File: src/rtl/pipe_hazard_ctrl.sv
// pipe_hazard_ctrl
//   Pipeline hazard controller for the rvga core. It produces per-stage stall
//   and flush vectors for a NUM_STAGES-deep pipeline (stage 0 = ifetch,
//   stage NUM_STAGES-1 = writeback). It also provides:
//     - a load-use scoreboard with bubble insertion;
//     - flush deferral while memory is stalled;
//     - a memory-wait watchdog with a sticky timeout flag.
//
// Ports
//   clk_i, reset_n_i          clock, asynchronous active-low reset
//   imem_read_v_i/resp_v_i    instruction fetch outstanding / response valid
//   dmem_read_v_i/resp_v_i    data access outstanding / response valid
//   br_v_i[NUM_STAGES]        redirect resolved in stage k (bit 0 unused)
//   ld_issue_v_i/rd_i         load leaving execute, its destination
//   ld_done_v_i/rd_i          load written back, its destination
//   rs1/rs2_v_i, rs1/rs2_i    consumer in LU_STAGE and its source registers
//   clr_timeout_i             clears the sticky timeout flag
//   stall_v_o[NUM_STAGES]     per-stage hold
//   flush_v_o[NUM_STAGES-1]   per-stage squash for stages 0..NUM_STAGES-2
//   bubble_v_o                inject a NOP into stage LU_STAGE+1
//   timeout_v_o               sticky watchdog flag
//
// Memory handshake
//   *_read_v_i high means an access is outstanding. A *_resp_v_i pulse in the
//   same cycle completes that access. Any cycle with an outstanding access and
//   no response is a memory stall. A memory stall holds every stage, and it is
//   visible combinationally in the same cycle.
module pipe_hazard_ctrl #(
  parameter int NUM_STAGES  = 6,
  parameter int REG_ADDR_W  = 5,
  parameter int LU_STAGE    = 2,
  parameter int TIMEOUT_W   = 8,
  parameter int MEM_TIMEOUT = 255
) (
  input  logic                  clk_i,
  input  logic                  reset_n_i,
  input  logic                  imem_read_v_i,
  input  logic                  imem_resp_v_i,
  input  logic                  dmem_read_v_i,
  input  logic                  dmem_resp_v_i,
  input  logic [NUM_STAGES-1:0] br_v_i,
  input  logic                  ld_issue_v_i,
  input  logic [REG_ADDR_W-1:0] ld_issue_rd_i,
  input  logic                  ld_done_v_i,
  input  logic [REG_ADDR_W-1:0] ld_done_rd_i,
  input  logic                  rs1_v_i,
  input  logic                  rs2_v_i,
  input  logic [REG_ADDR_W-1:0] rs1_i,
  input  logic [REG_ADDR_W-1:0] rs2_i,
  input  logic                  clr_timeout_i,
  output logic [NUM_STAGES-1:0] stall_v_o,
  output logic [NUM_STAGES-2:0] flush_v_o,
  output logic                  bubble_v_o,
  output logic                  timeout_v_o
);

  localparam int SB_N = 2 ** REG_ADDR_W;
  localparam logic [TIMEOUT_W-1:0] WD_LAST = TIMEOUT_W'(MEM_TIMEOUT - 1);

  logic                  mem_stall;
  logic [NUM_STAGES-2:0] br_mask;
  logic [NUM_STAGES-2:0] flush_int;
  logic [NUM_STAGES-1:0] flush_ext;
  logic [NUM_STAGES-1:0] stall_int;
  logic                  lu_haz;
  logic                  bubble_int;
  logic                  unused_br0;

  logic [NUM_STAGES-2:0] flush_pend_q, flush_pend_d;
  logic [SB_N-1:0]       sb_q, sb_d;
  logic [TIMEOUT_W-1:0]  wd_cnt_q, wd_cnt_d;
  logic                  timeout_q, timeout_d;

  // A redirect in stage 0 has no younger stage to squash.
  assign unused_br0 = br_v_i[0];

  assign mem_stall = (imem_read_v_i & ~imem_resp_v_i) | (dmem_read_v_i & ~dmem_resp_v_i);

  // A redirect in stage k squashes every younger stage j < k.
  always_comb begin
    br_mask = '0;
    for (int j = 0; j < NUM_STAGES - 1; j++) begin
      for (int k = j + 1; k < NUM_STAGES; k++) begin
        br_mask[j] = br_mask[j] | br_v_i[k];
      end
    end
  end

  // Redirects that arrive during a memory stall are held. They are issued on
  // the first free cycle, together with any new redirect from that cycle.
  always_comb begin
    if (mem_stall) begin
      flush_int    = '0;
      flush_pend_d = flush_pend_q | br_mask;
    end else begin
      flush_int    = br_mask | flush_pend_q;
      flush_pend_d = '0;
    end
  end

  // Scoreboard update. The set is applied after the clear, so an issue and a
  // completion to the same rd in one cycle leave the entry set. x0 never
  // carries a hazard.
  always_comb begin
    sb_d = sb_q;
    if (ld_done_v_i) sb_d[ld_done_rd_i] = 1'b0;
    if (ld_issue_v_i && (ld_issue_rd_i != '0)) sb_d[ld_issue_rd_i] = 1'b1;
  end

  // Only the registered scoreboard is used. A completing load still stalls
  // its consumer for that cycle.
  assign lu_haz = (rs1_v_i & sb_q[rs1_i] & (rs1_i != '0)) |
                  (rs2_v_i & sb_q[rs2_i] & (rs2_i != '0));

  // The writeback stage is never flushed; pad so the stall loop can index it.
  assign flush_ext = {1'b0, flush_int};

  // A squashing stage does not also hold.
  always_comb begin
    stall_int = '0;
    for (int j = 0; j < NUM_STAGES; j++) begin
      stall_int[j] = (mem_stall | (lu_haz & (j <= LU_STAGE))) & ~flush_ext[j];
    end
  end

  assign bubble_int = lu_haz & ~mem_stall & ~flush_int[LU_STAGE];

  // Watchdog. It counts consecutive memory-stall cycles and saturates. The
  // set has priority over the clear. It only reports; stalls are unaffected.
  always_comb begin
    if (mem_stall) begin
      wd_cnt_d = (&wd_cnt_q) ? wd_cnt_q : wd_cnt_q + TIMEOUT_W'(1);
    end else begin
      wd_cnt_d = '0;
    end
    timeout_d = timeout_q;
    if (clr_timeout_i) timeout_d = 1'b0;
    if (mem_stall && (wd_cnt_q == WD_LAST)) timeout_d = 1'b1;
  end

  always_ff @(posedge clk_i or negedge reset_n_i) begin
    if (!reset_n_i) begin
      flush_pend_q <= '0;
      sb_q         <= '0;
      wd_cnt_q     <= '0;
      timeout_q    <= 1'b0;
    end else begin
      flush_pend_q <= flush_pend_d;
      sb_q         <= sb_d;
      wd_cnt_q     <= wd_cnt_d;
      timeout_q    <= timeout_d;
    end
  end

  // The combinational paths are gated so that every output is 0 while reset
  // is held.
  assign stall_v_o   = reset_n_i ? stall_int : '0;
  assign flush_v_o   = reset_n_i ? flush_int : '0;
  assign bubble_v_o  = reset_n_i & bubble_int;
  assign timeout_v_o = reset_n_i & timeout_q;

endmodule

File: config.mk
export PLATFORM = sky130hd
export DESIGN_NAME = pipe_hazard_ctrl
export DESIGN_NICKNAME = d
export VERILOG_FILES = /design/src/rtl/pipe_hazard_ctrl.sv
export SDC_FILE = /design/constraint.sdc
export NUM_CORES = 1
export LEC_CHECK = 0
export ABC_AREA = 0
export BUFFER_PORTS_ARGS = -buffer_cell sky130_fd_sc_hd__buf_4
export CORE_AREA = 2 2 85 79
export DETAILED_ROUTE_END_ITERATION = 7
export DIE_AREA = 0 0 87 81
export MAX_ROUTING_LAYER = met4
export PLACE_DENSITY = 0.68
export SYNTH_ARGS = -nofsm -noshare
export SYNTH_HDL_FRONTEND = slang
export SYNTH_SLANG_ARGS = --single-unit
File: constraint.sdc
create_clock -name clk_i -period 1.7 [get_ports clk_i]
set_input_delay 0 -clock clk_i [delete_from_list [all_inputs] [get_ports clk_i]]
set_output_delay 0 -clock clk_i [all_outputs]
set_load 0.05 [all_outputs]
== Yosys cells after proc, flatten, opt, wreduce, memory -nomap -nowiden ==
Index checks and enable logic that the tools add are counted.
Cells by class
  bitwise logic cells: 40
  equal/unequal tests: 2
  muxes and demuxes: 18
  reduce and logical (&&, ||, !) cells: 9
  $add $sub $neg: 1
  order comparisons: 6
Operators by type and width (number)
  $mux W32: 2
  $and A32 B32 Y32: 1
  $not A32 Y32: 1
  $or A32 B32 Y32: 1
  $lt A5 B6 Y1 const B: 4
  $mux W8: 2
  $and A1 B1 Y1: 15
  $mux W5: 3
  $reduce_bool A5 Y1: 3
  $or A1 B1 Y1: 13
  $bmux W1 S5: 2
  $demux W1 S5: 2
  $ge A5 B1 Y1 const B: 2
  $add A8 B1 Y8 const B: 1
  $eq A8 B8 Y1 const B: 1
  $not A1 Y1: 8
  $reduce_and A8 Y1: 1
  $mux W1: 6
  $mux W6: 1
  $or A5 B5 Y5: 1
  $logic_and A1 B1 Y1: 4
  $ne A2 B2 Y1 const B: 1
  $reduce_bool A2 Y1: 1
Word-level totals
  output and inout bits: 13
  register bits: 46
  logic and storage cells: 80
  bits of input ports: 37

== Longest topological paths before layout ==
Gate-level depths: netlist (run 1).
  depth after elaboration: 9
  gate-level depth with buffers: 8
  mapped depth without buffers: 7

== Least setup slack after synthesis (run 1) ==
OpenSTA, ideal clock, no wires.
  path kind: register -> output
  start point: reg sb_q[23]
  end point: out stall_v_o[0]
  data required time: 1.700 ns
  buffers on the path: 0
  cell stages (with the launch flop): 7
  slack: -0.291 ns
  arrival time: 1.991 ns
  cells stage by stage: dfrtp_1 -> mux2i_1 -> mux4_2 -> a21oi_2 -> a2bb2oi_2 -> nand2_1 -> o21ai_1
Between the ends
  word-level cells in the longest chain between the ends: 8
  elaborated cells between the ends (all ways): 12
  classes of those cells: mux: 5; bitwise: 7
RTL lines
  from (decl): line 70  | logic [SB_N-1:0] sb_q, sb_d;
  from (signal assigned): line 144  | sb_q <= '0;
  from (signal assigned): line 149  | sb_q <= sb_d;
  $bmux W1 S5, on equally long branches: line 112, 113
  $mux W1, on equally long branches: line 112, 113
  $and A1 B1 Y1, on equally long branches (2 in a row): line 112, 113
  $or A1 B1 Y1 *: line 112  | assign lu_haz = (rs1_v_i & sb_q[rs1_i] & (rs1_i != '0)) |
  $or A1 B1 Y1 *: line 122  | stall_int[j] = (mem_stall | (lu_haz & (j <= LU_STAGE))) & ~flush_ext[j];
  $and A1 B1 Y1 *: line 122
  $mux W6 *: line 157  | assign stall_v_o = reset_n_i ? stall_int : '0;
  to (decl): line 51  | output logic [NUM_STAGES-1:0] stall_v_o,
Every way passes the cells marked *; elsewhere a longest branch is shown, timed or not. The select of a mux whose other input is x is not followed.

== Worst setup path after layout (run 1) ==
  start point: reg sb_q[12]
  end point: out stall_v_o[1]
The elaborated chain is that of the path after synthesis.

==> flow_summary.json, run 1 <==
{
  "grt_pass1_wl_um": 11800,
  "rsz0062_at_grt": "yes",
  "synth-async-reset-ratio_pct": 100,
  "cts_root_buf": "clkbuf_8",
  "path_buf_inv": 1,
  "firstDrtPassIters": 5,
  "period_needed_ps": 2040,
  "core_area_sq_mm": 0.00627,
  "synthDistinctLibCells": 46,
  "post-dp-hpwl_um": 5410,
  "yosysWarnings": 0,
  "htreeDepth": 2,
  "fin_tns_setup_ps": -1330,
  "grt_overflow": 0,
  "worstPathCellList": "mux4_2 > o21ai_1 > nand4_1 > a31oi_1 > o21ai_2 > buf_6",
  "min_period_over_period_pct": 120,
  "initial_core_util_pct": 43.2,
  "clock_skew_ps": 3.09,
  "wl_met1_um": 3200,
  "cts_inserted_buffers": 5,
  "wl_met2_um": 3370,
  "crit_family": "compound AO/OA/AOI/OAI gates",
  "leakagePower_nw": 1.52,
  "cap_violations": 0,
  "worstSkewPairLatency_ps": 300,
  "track_usage_pct": 22.4,
  "drt_drc_violations_left": 0,
  "crit_fanout": 4,
  "criticalPathCategory": "reg -> out",
  "layout_common_cells": "buf_4, dfrtp_1, o21ai_0",
  "rows": 28,
  "regArea_sq_mm": 0.00115,
  "dr.first_iter.drc_count": 192,
  "tightest_slew_ps": 449,
  "final_hold_viol_count": 0,
  "utilization_pct": 55.4,
  "routed_wl_um": 7280,
  "r2r_slack_ps": 130,
  "grt_pass1_vias": 2415,
  "clkTransAtPathRegs_ps": 80,
  "synth-edff-count": 0,
  "timing.fmax_mhz": 490,
  "ant_nets": 0,
  "crit_path_max_incr_delay_ps": 460,
  "clkSinkCount": 46,
  "power_density_mw_per_mm2": 863,
  "crit_arrival_ps": 2040,
  "wl_met3_um": 586,
  "finalInstanceArea_sq_mm": 0.00348,
  "run_status": "finished with violations",
  "syn_area_per_cell_sq_um": 9.35,
  "clockBufferDepth": 2,
  "violations": "negative setup slack",
  "die-area_sq_mm": 0.00705,
  "setup_ws_ps": -339,
  "crit_required_ps": 1700,
  "multi_input_area_sq_mm": 0.00150,
  "syn_nets": 329,
  "ios": 50,
  "num_vias": 2533,
  "start_kind": "flip-flop",
  "ys_seq_area_share_pct": 42.5,
  "yosys.area.top_type": "dfrtp_1",
  "slowest_stage": "mux4_2",
  "diodes": 0,
  "routed.top_layer": "met4",
  "ir_worst_vdd_uv": 295,
  "antenna_found_initial": 0,
  "ys.flop_type": "dfrtp_1",
  "finalNetCount": 400,
  "grt_max_degree": 33,
  "drv_slew": 0,
  "viasPerCell": 5.81,
  "syn_area_sq_mm": 0.00271,
  "area_growth_pct": 28.2,
  "ys_top_cells_by_area": "dfrtp_1, mux2i_1, o21ai_0, o21ai_1, nand3b_1",
  "drive_above_1_share_pct": 24.7,
  "hold_path_class": "in -> reg",
  "wire_per_inst_um": 16.7,
  "die_y_um": 81,
  "synth_top_area_share_pct": 42.5,
  "die_w_um": 87,
  "final_common_cell": "buf_4",
  "finalSetupViolations": 4,
  "syn_inst": 290,
  "gp_congestion": 0.847,
  "place_area_sq_mm": 0.00326,
  "timing.slew.headroom_pct": 70.0,
  "cts_tree": "done",
  "n_fill_cell": 574,
  "critPathCaptureType": "primary output",
  "ys_ff_latch": 46,
  "io_buffers": 48
}
cells in the mapped netlist, types with 2 or more instances:
master,number
mux2i_1,23
a211oi_1,3
or3_1,2
nor2b_1,4
nand4_1,3
or3b_1,5
nor2_1,22
a31oi_1,5
and3_1,3
nor3_1,4
clkbuf_1,4
and2_1,2
nand3b_1,14
o21ai_0,45
dfrtp_1,46
buf_4,5
inv_1,7
nand3_1,17
a22oi_1,5
ha_1,2
a21oi_1,5
buf_2,3
o21ai_1,22
nand2_1,12
xor2_1,2
mux4_2,4
a221oi_1,2
state kept, by name, indices dropped and copies added, names as in the netlist:
name	flops
wd_cnt_q	8
timeout_q	1
flush_pend_q	5
sb_q	32
per-stage QoR:
| step | total power [mW] | hold slack, ps | std cells | setup WS, ps |
|---|---|---|---|---|
| 3_3_place_gp | 2.30 | -112 | 419 | -74.9 |
| 4_1_cts | 3.00 | 58.6 | 436 | -365 |
| 2_1_floorplan | 1.91 | -296 | 290 | -84.5 |
| 6_report | 3.00 | 71.0 | 436 | -339 |
| 5_1_grt | 3.16 | 94.4 | 436 | -408 |
| 3_5_place_dp | 2.33 | -109 | 419 | -107 |
repair_timing:
| item | in CTS | in global routing |
|---|---|---|
| pin swaps | 9 | 1 |
| resized for setup | 6 | 3 |
| gates cloned | 0 | 0 |
| hold buffers | 8 | 0 |
| hold endpoints to repair | 51 | 0 |
| setup buffers | 2 | 0 |
| endpoints found under the setup margin | 4 | 6 |
per-layer routing:
layer	up-vias	track usage [%]
met3	11	2.85
li1	1224	-
met5	-	-
met4	0	8.28
met2	101	33.2
met1	1197	31.6
logic make-up (layout without fill, tap and decap cells):
kind of cell    count (synthesis)  in the layout  share of synthesized area (%)
flops                          46             46                           42.5
fa+ha+maj                       2              2                          0.923
xor+xnor                        3              3                          0.969
simple gates                   94             94                           19.1
buf+inv                        21             92                           4.01
mux                            27             27                           11.8
compound gates                 97             97                           20.8
layout make-up:
cell class / instances / area share, %
multi-input combinational: 223 / 43.0
inverter: 7 / 0.756
timing repair buffer: 78 / 18.2
sequential: 46 / 33.1
tap: 75 / 2.70
clock buffer: 7 / 2.20
tightest hold or removal path, stage by stage:
cell and delay, ps:
buf_4 140, nand2_1 120, o21ai_1 70
final timing paths:
| check | start | end | depth (start not counted) |
|---|---|---|---|
| worst max-delay path | sb_q[12]$_DFF_PN0_ | stall_v_o[1] | 6 |
| worst min-delay path | ld_issue_rd_i[2] | sb_q[5]$_DFF_PN0_ | 3 |
| worst max register to register | wd_cnt_q[0]$_DFFE_PN0P_ | wd_cnt_q[7]$_DFFE_PN0P_ | 7 |
| worst min register to register | flush_pend_q[4]$_DFF_PN0_ | flush_pend_q[4]$_DFF_PN0_ | 2 |
| max in group asynchronous | reset_n_i | sb_q[11]$_DFF_PN0_ | 3 |
| min in group asynchronous | reset_n_i | wd_cnt_q[7]$_DFFE_PN0P_ | 2 |
where the power goes:
group	internal [mW]	total [mW]	switching [mW]	leakage, nW
logic	0.455	0.947	0.492	0.899
registers	1.28	1.42	0.142	0.579
clock network	0.283	0.629	0.345	0.0383
Note: power is estimated with default switching activity, not from simulation.
==> run 2: changes to the inputs <==
--- a/config.mk
+++ b/config.mk
@@ -6,7 +6,7 @@
 export NUM_CORES = 1
 export LEC_CHECK = 0
 export ABC_AREA = 0
-export BUFFER_PORTS_ARGS = -buffer_cell sky130_fd_sc_hd__buf_4
+export BUFFER_PORTS_ARGS = -buffer_cell sky130_fd_sc_hd__buf_2
 export CORE_AREA = 2 2 85 79
 export DETAILED_ROUTE_END_ITERATION = 7
 export DIE_AREA = 0 0 87 81
==> run 2 against run 1 <==
Effect of this change:
- the flow still finishes with violations (negative setup slack)
- sequential cell count stayed put
- core utilization down 0.46 points
- final area is 0.83% lower
- cell count is 1.4% higher
- total power rose by 4.9%
- maximum frequency is 0.37% lower
- clock power is 26% higher
- combinational power fell by 2.7%
- worst hold slack gained 5.1 ps
- largest power group unchanged
- highest routed layer unchanged
==> flow_summary.json, run 2 (synthesis results as in run 1) <==
{
  "top_register": "sb_q",
  "final_hold_viol_count": 0,
  "grt_pass1_wl_um": 11900,
  "timing.fmax_mhz": 489,
  "comb_power_share_pct": 29.3,
  "ant_nets": 0,
  "biggestRegsByFlops": "sb_q: 32 flops, wd_cnt_q: 8 flops, flush_pend_q: 5 flops",
  "die_y_um": 81,
  "drt_drc_violations_left": 0,
  "ios": 50,
  "gp_congestion": 0.918,
  "cpMostUsedCell": "a21oi_2",
  "die_w_um": 87,
  "cts_tree": "done",
  "drv_slew": 0,
  "crit_family": "multiplexers",
  "diodes": 0,
  "start_kind": "flip-flop",
  "num_vias": 2595,
  "viasPerCell": 5.87,
  "p_int_mw": 2.15,
  "crit_path_max_incr_delay_ps": 490,
  "p_seq_share_pct": 45.5,
  "clkSinkCount": 46,
  "crit_required_ps": 1700,
  "min_period_over_period_pct": 120,
  "rsz0062_at_grt": "yes",
  "clock_skew_ps": 4.41,
  "worstSkewPairLatency_ps": 300,
  "largest_register_ffs": 32,
  "timing.slew.headroom_pct": 66.0,
  "routed_wl_um": 7320,
  "wire_per_inst_um": 16.6,
  "grt_max_degree": 42,
  "drive_above_1_share_pct": 26.4,
  "finalNetCount": 405,
  "leakagePower_nw": 1.53,
  "slowest_stage": "mux4_2",
  "track_usage_pct": 22.5,
  "io_buffers": 48,
  "run_status": "finished with violations",
  "power_density_mw_per_mm2": 913,
  "critPathCaptureType": "primary output",
  "path_buf_inv": 1,
  "hold_path_class": "in -> reg",
  "area_growth_pct": 27.1,
  "ir_worst_vdd_uv": 349,
  "layout_common_cells": "dfrtp_1, o21ai_0, buf_2",
  "pwr-share-clk_pct": 25.2,
  "tightest_slew_ps": 510,
  "post-dp-hpwl_um": 5430,
  "crit_fanout": 3,
  "setup_ws_ps": -347,
  "firstDrtPassIters": 4,
  "rows": 28,
  "die-area_sq_mm": 0.00705,
  "initial_core_util_pct": 43.2,
  "fin_tns_setup_ps": -1320,
  "total_switching_power_mw": 0.993,
  "final_common_cell": "dfrtp_1",
  "grt_overflow": 0,
  "utilization_pct": 55.0,
  "worstPathCellList": "mux2i_1 > mux4_2 > a21oi_2 > a2bb2oi_2 > a21oi_2 > nor3b_4 > buf_6",
  "clockBufferDepth": 2,
  "swShare_pct": 31.6,
  "htreeDepth": 2,
  "grt_pass1_vias": 2428,
  "place_ws_ps": -117,
  "antenna_found_initial": 0,
  "finalSetupViolations": 4,
  "dr.first_iter.drc_count": 236,
  "violations": "negative setup slack",
  "period_needed_ps": 2050,
  "cts_inserted_buffers": 5,
  "cap_violations": 0,
  "crit_arrival_ps": 2050,
  "power_mw": 3.15,
  "clkTransAtPathRegs_ps": 80,
  "criticalPathCategory": "reg -> out",
  "core_area_sq_mm": 0.00627,
  "cts_root_buf": "clkbuf_8"
}
==> run 2: cell count changes in the layout (fill, tap and decap cells not counted) <==
cell           change
buf_12             +1
bufinv_16          +1
dlygate4sd3_1      -1
o21ai_1            -1
o21ai_2            +1
buf_2             +44
buf_4             -39
==> run 2: timing repair <==
item	in CTS	in global routing
hold buffers	7	0
endpoints found under the setup margin	4	5
buffers inserted	1	2
hold endpoints to repair	9	0
resized for setup	10	4
pin swaps	8	1
==> run 2: layer usage <==
metal  vias to the layer above  wire (um)  track usage [%]
met3                        11        575             3.25
met1                      1257       3350             32.3
li1                       1231          -                -
met2                        96       3270             33.0
met4                         0        123             6.88
met5                         -          0                -
==> run 2: power groups by stage <==
stage / clock [mW] / combinational [mW] / sequential [mW]
floorplan: 0 / 0.515 / 1.40
global placement: 0 / 0.850 / 1.43
detailed placement: 0 / 0.864 / 1.44
CTS: 0.810 / 0.901 / 1.42
global route: 0.864 / 1.02 / 1.44
finish: 0.793 / 0.921 / 1.43
==> run 2: final cells by class <==
type / instances / area (sq um)
Clock buffer: 7 / 76.3
Clock inverter: 1 / 30.0
Fill cell: 569 / 2820
Inverter: 7 / 26.3
Multi-Input combinational cell: 223 / 1500
Sequential cell: 46 / 1150
Tap cell: 75 / 93.8
Timing Repair Buffer: 83 / 571
==> run 2: path summary, 6_finish.rpt <==
kind / startpoint / to / slack, ps / cells after the start
worst max register to register: wd_cnt_q[1]$_DFFE_PN0P_ / wd_cnt_q[7]$_DFFE_PN0P_ / 120 / 7
min in group asynchronous: reset_n_i / flush_pend_q[2]$_DFF_PN0_ / 140 / 2
worst min-delay path: ld_issue_rd_i[2] / sb_q[4]$_DFF_PN0_ / 80 / 3
max in group asynchronous: reset_n_i / sb_q[3]$_DFF_PN0_ / 760 / 3
worst min register to register: flush_pend_q[4]$_DFF_PN0_ / flush_pend_q[4]$_DFF_PN0_ / 490 / 2
worst max-delay path: sb_q[20]$_DFF_PN0_ / bubble_v_o / -350 / 7
==> run 2: worst min-delay path, stage by stage <==
cell and delay [ps]:
buf_2 140, nand2_1 130, o21ai_1 70
==> run 2: metrics by stage <==
stage	cell area, sq um	cells	hold WS, ps
finish	3450	442	76.1
global route	3450	442	102
CTS	3410	440	67.4
detailed placement	3190	424	-110
global placement	3190	424	-112
floorplan	2730	290	-296
==> run 3: changes to the inputs <==
--- a/config.mk
+++ b/config.mk
@@ -7,9 +7,9 @@
 export LEC_CHECK = 0
 export ABC_AREA = 0
 export BUFFER_PORTS_ARGS = -buffer_cell sky130_fd_sc_hd__buf_2
-export CORE_AREA = 2 2 85 79
+export CORE_AREA = 2 2 93 73
 export DETAILED_ROUTE_END_ITERATION = 7
-export DIE_AREA = 0 0 87 81
+export DIE_AREA = 0 0 95 75
 export MAX_ROUTING_LAYER = met4
 export PLACE_DENSITY = 0.68
 export SYNTH_ARGS = -nofsm -noshare
==> run 3 against run 2 <==
Effect of this change:
- the flow still finishes with violations (negative setup slack)
- critical path depth is 1 lower
- via count is 0.19% higher
- clock power is 16% lower
- routed wire length is 2.5% higher
- highest routed layer unchanged
- register-to-register slack hardly changed
==> flow_summary.json, run 3 (synthesis results as in run 1) <==
{
  "crit_path_max_incr_delay_ps": 510,
  "track_usage_pct": 23.4,
  "start_kind": "flip-flop",
  "crit_required_ps": 1700,
  "n_fill_cell": 545,
  "finalSetupViolations": 4,
  "drive_above_1_share_pct": 27.8,
  "core_area_sq_mm": 0.00616,
  "layout_common_cells": "dfrtp_1, o21ai_0, buf_2",
  "finalInstanceArea_sq_mm": 0.00344,
  "finalNetCount": 408,
  "clkSinkCount": 46,
  "hold_path_class": "in -> reg",
  "final_hold_viol_count": 0,
  "grt_overflow": 0,
  "utilization_pct": 55.9,
  "grt_pass1_vias": 2367,
  "wire_per_inst_um": 16.6,
  "crit_fanout": 4,
  "grt_pass1_wl_um": 12100,
  "leakagePower_nw": 1.53,
  "crit_arrival_ps": 2120,
  "rsz0062_at_grt": "yes",
  "biggestRegsByFlops": "sb_q: 32 flops, wd_cnt_q: 8 flops, flush_pend_q: 5 flops",
  "largest_register_ffs": 32,
  "num_vias": 2600,
  "clock_skew_ps": 5.33,
  "cap_violations": 0,
  "swShare_pct": 33.7,
  "critPathCaptureType": "primary output",
  "crit_family": "multiplexers",
  "cpMostUsedCell": "o21ai_2",
  "firstDrtPassIters": 4,
  "io_buffers": 48,
  "routed_wl_um": 7500,
  "drv_slew": 0,
  "viasPerCell": 5.76,
  "comb_power_share_pct": 30.9,
  "criticalPathCategory": "reg -> out",
  "die_w_um": 95,
  "die_y_um": 75,
  "clkTransAtPathRegs_ps": 90,
  "drt_drc_violations_left": 0,
  "period_needed_ps": 2120,
  "die-area_sq_mm": 0.00713,
  "worstPathCellList": "mux4_2 > o21ai_2 > nand4_1 > a31oi_2 > o21ai_2 > buf_6",
  "place_area_sq_mm": 0.00321,
  "setup_ws_ps": -415,
  "htreeDepth": 2,
  "timing.fmax_mhz": 473,
  "final_common_cell": "dfrtp_1",
  "ios": 50,
  "clockBufferDepth": 2,
  "top_register": "sb_q",
  "run_status": "finished with violations",
  "antenna_found_initial": 0,
  "ant_nets": 0,
  "violations": "negative setup slack",
  "total_switching_power_mw": 1.02,
  "initial_core_util_pct": 44.0,
  "p_seq_share_pct": 47.0,
  "fin_tns_setup_ps": -1610,
  "pwr-share-clk_pct": 22.1,
  "cts_tree": "done",
  "grt_max_degree": 43,
  "timing.slew.headroom_pct": 64.7,
  "dr.first_iter.drc_count": 187,
  "rows": 25,
  "place_ws_ps": -133,
  "gp_congestion": 0.903,
  "power_density_mw_per_mm2": 877,
  "area_growth_pct": 27.0,
  "cts_root_buf": "clkbuf_8",
  "post-dp-hpwl_um": 5530,
  "cts_inserted_buffers": 5,
  "path_buf_inv": 1,
  "min_period_over_period_pct": 124,
  "slowest_stage": "mux4_2",
  "worstSkewPairLatency_ps": 300,
  "tightest_slew_ps": 530,
  "p_int_mw": 2.00,
  "diodes": 0,
  "ir_worst_vdd_uv": 325
}
## run 3: cell types whose count changed in the layout (fill, tap and decap cells not counted), sizes merged
cell	previous run	this run
buf	76	79
clkinv	0	2
clkinvlp	0	1
bufinv	1	0
clkbuf	7	5
## run 3: power groups by stage
stage	Sequential [mW]	Clock (mW)	Combinational, mW
finish	1.42	0.667	0.934
CTS	1.42	0.675	0.910
floorplan	1.40	0	0.515
detailed placement	1.44	0	0.875
global placement	1.42	0	0.862
global route	1.45	0.731	1.03
## run 3: metal layers
metal  routed length, um  global-route usage [%]  up-vias
li1                    -                       -     1249
met5                   0                       -        -
met4                  69                    5.48        0
met2                3360                    33.6      110
met3                 635                    5.51       10
met1                3440                    33.8     1231
## run 3: repair_timing
action,in CTS,in global routing
endpoints found under the setup margin,4,5
setup buffers,1,2
gates resized for setup,11,4
endpoints found under the hold margin,8,0
hold buffers,7,0
pin swaps,5,3
gates cloned,0,0
## run 3: final cells by class
type	count	area, sq um	share of cell area (%)
multi-input combinational	223	1500	43.4
sequential	46	1150	33.4
timing repair buffer	86	581	16.9
tap	81	101	2.94
clock buffer	5	68.8	2.00
inverter	7	26.3	0.763
clock inverter	3	21.3	0.618
## run 3: path summary, 6_finish.rpt
kind	from	end	slack, ps	cells past startpoint
worst max-delay path	sb_q[13]$_DFF_PN0_	stall_v_o[1]	-420	6
worst min-delay path	br_v_i[1]	flush_pend_q[0]$_DFF_PN0_	90	4
worst max register to register	wd_cnt_q[0]$_DFFE_PN0P_	wd_cnt_q[7]$_DFFE_PN0P_	130	7
worst min register to register	flush_pend_q[4]$_DFF_PN0_	flush_pend_q[4]$_DFF_PN0_	480	2
max in group asynchronous	reset_n_i	sb_q[2]$_DFF_PN0_	760	3
min in group asynchronous	reset_n_i	flush_pend_q[3]$_DFF_PN0_	110	2
## run 3: worst min-delay path, delay by kind of cell
| kind | cells | cell delay, ps |
|---|---|---|
| simple gates | 2 | 130 |
| buf+inv | 2 | 220 |
## run 3: metrics by stage
| stage | hold slack (ps) | std cells | power (mW) |
|---|---|---|---|
| after global placement | -99.2 | 433 | 2.29 |
| after global routing | 93.6 | 451 | 3.20 |
| after floorplan | -296 | 290 | 1.91 |
| after detailed placement | -101 | 433 | 2.31 |
| after CTS | 86.6 | 449 | 3.00 |
| final | 86.4 | 451 | 3.02 |
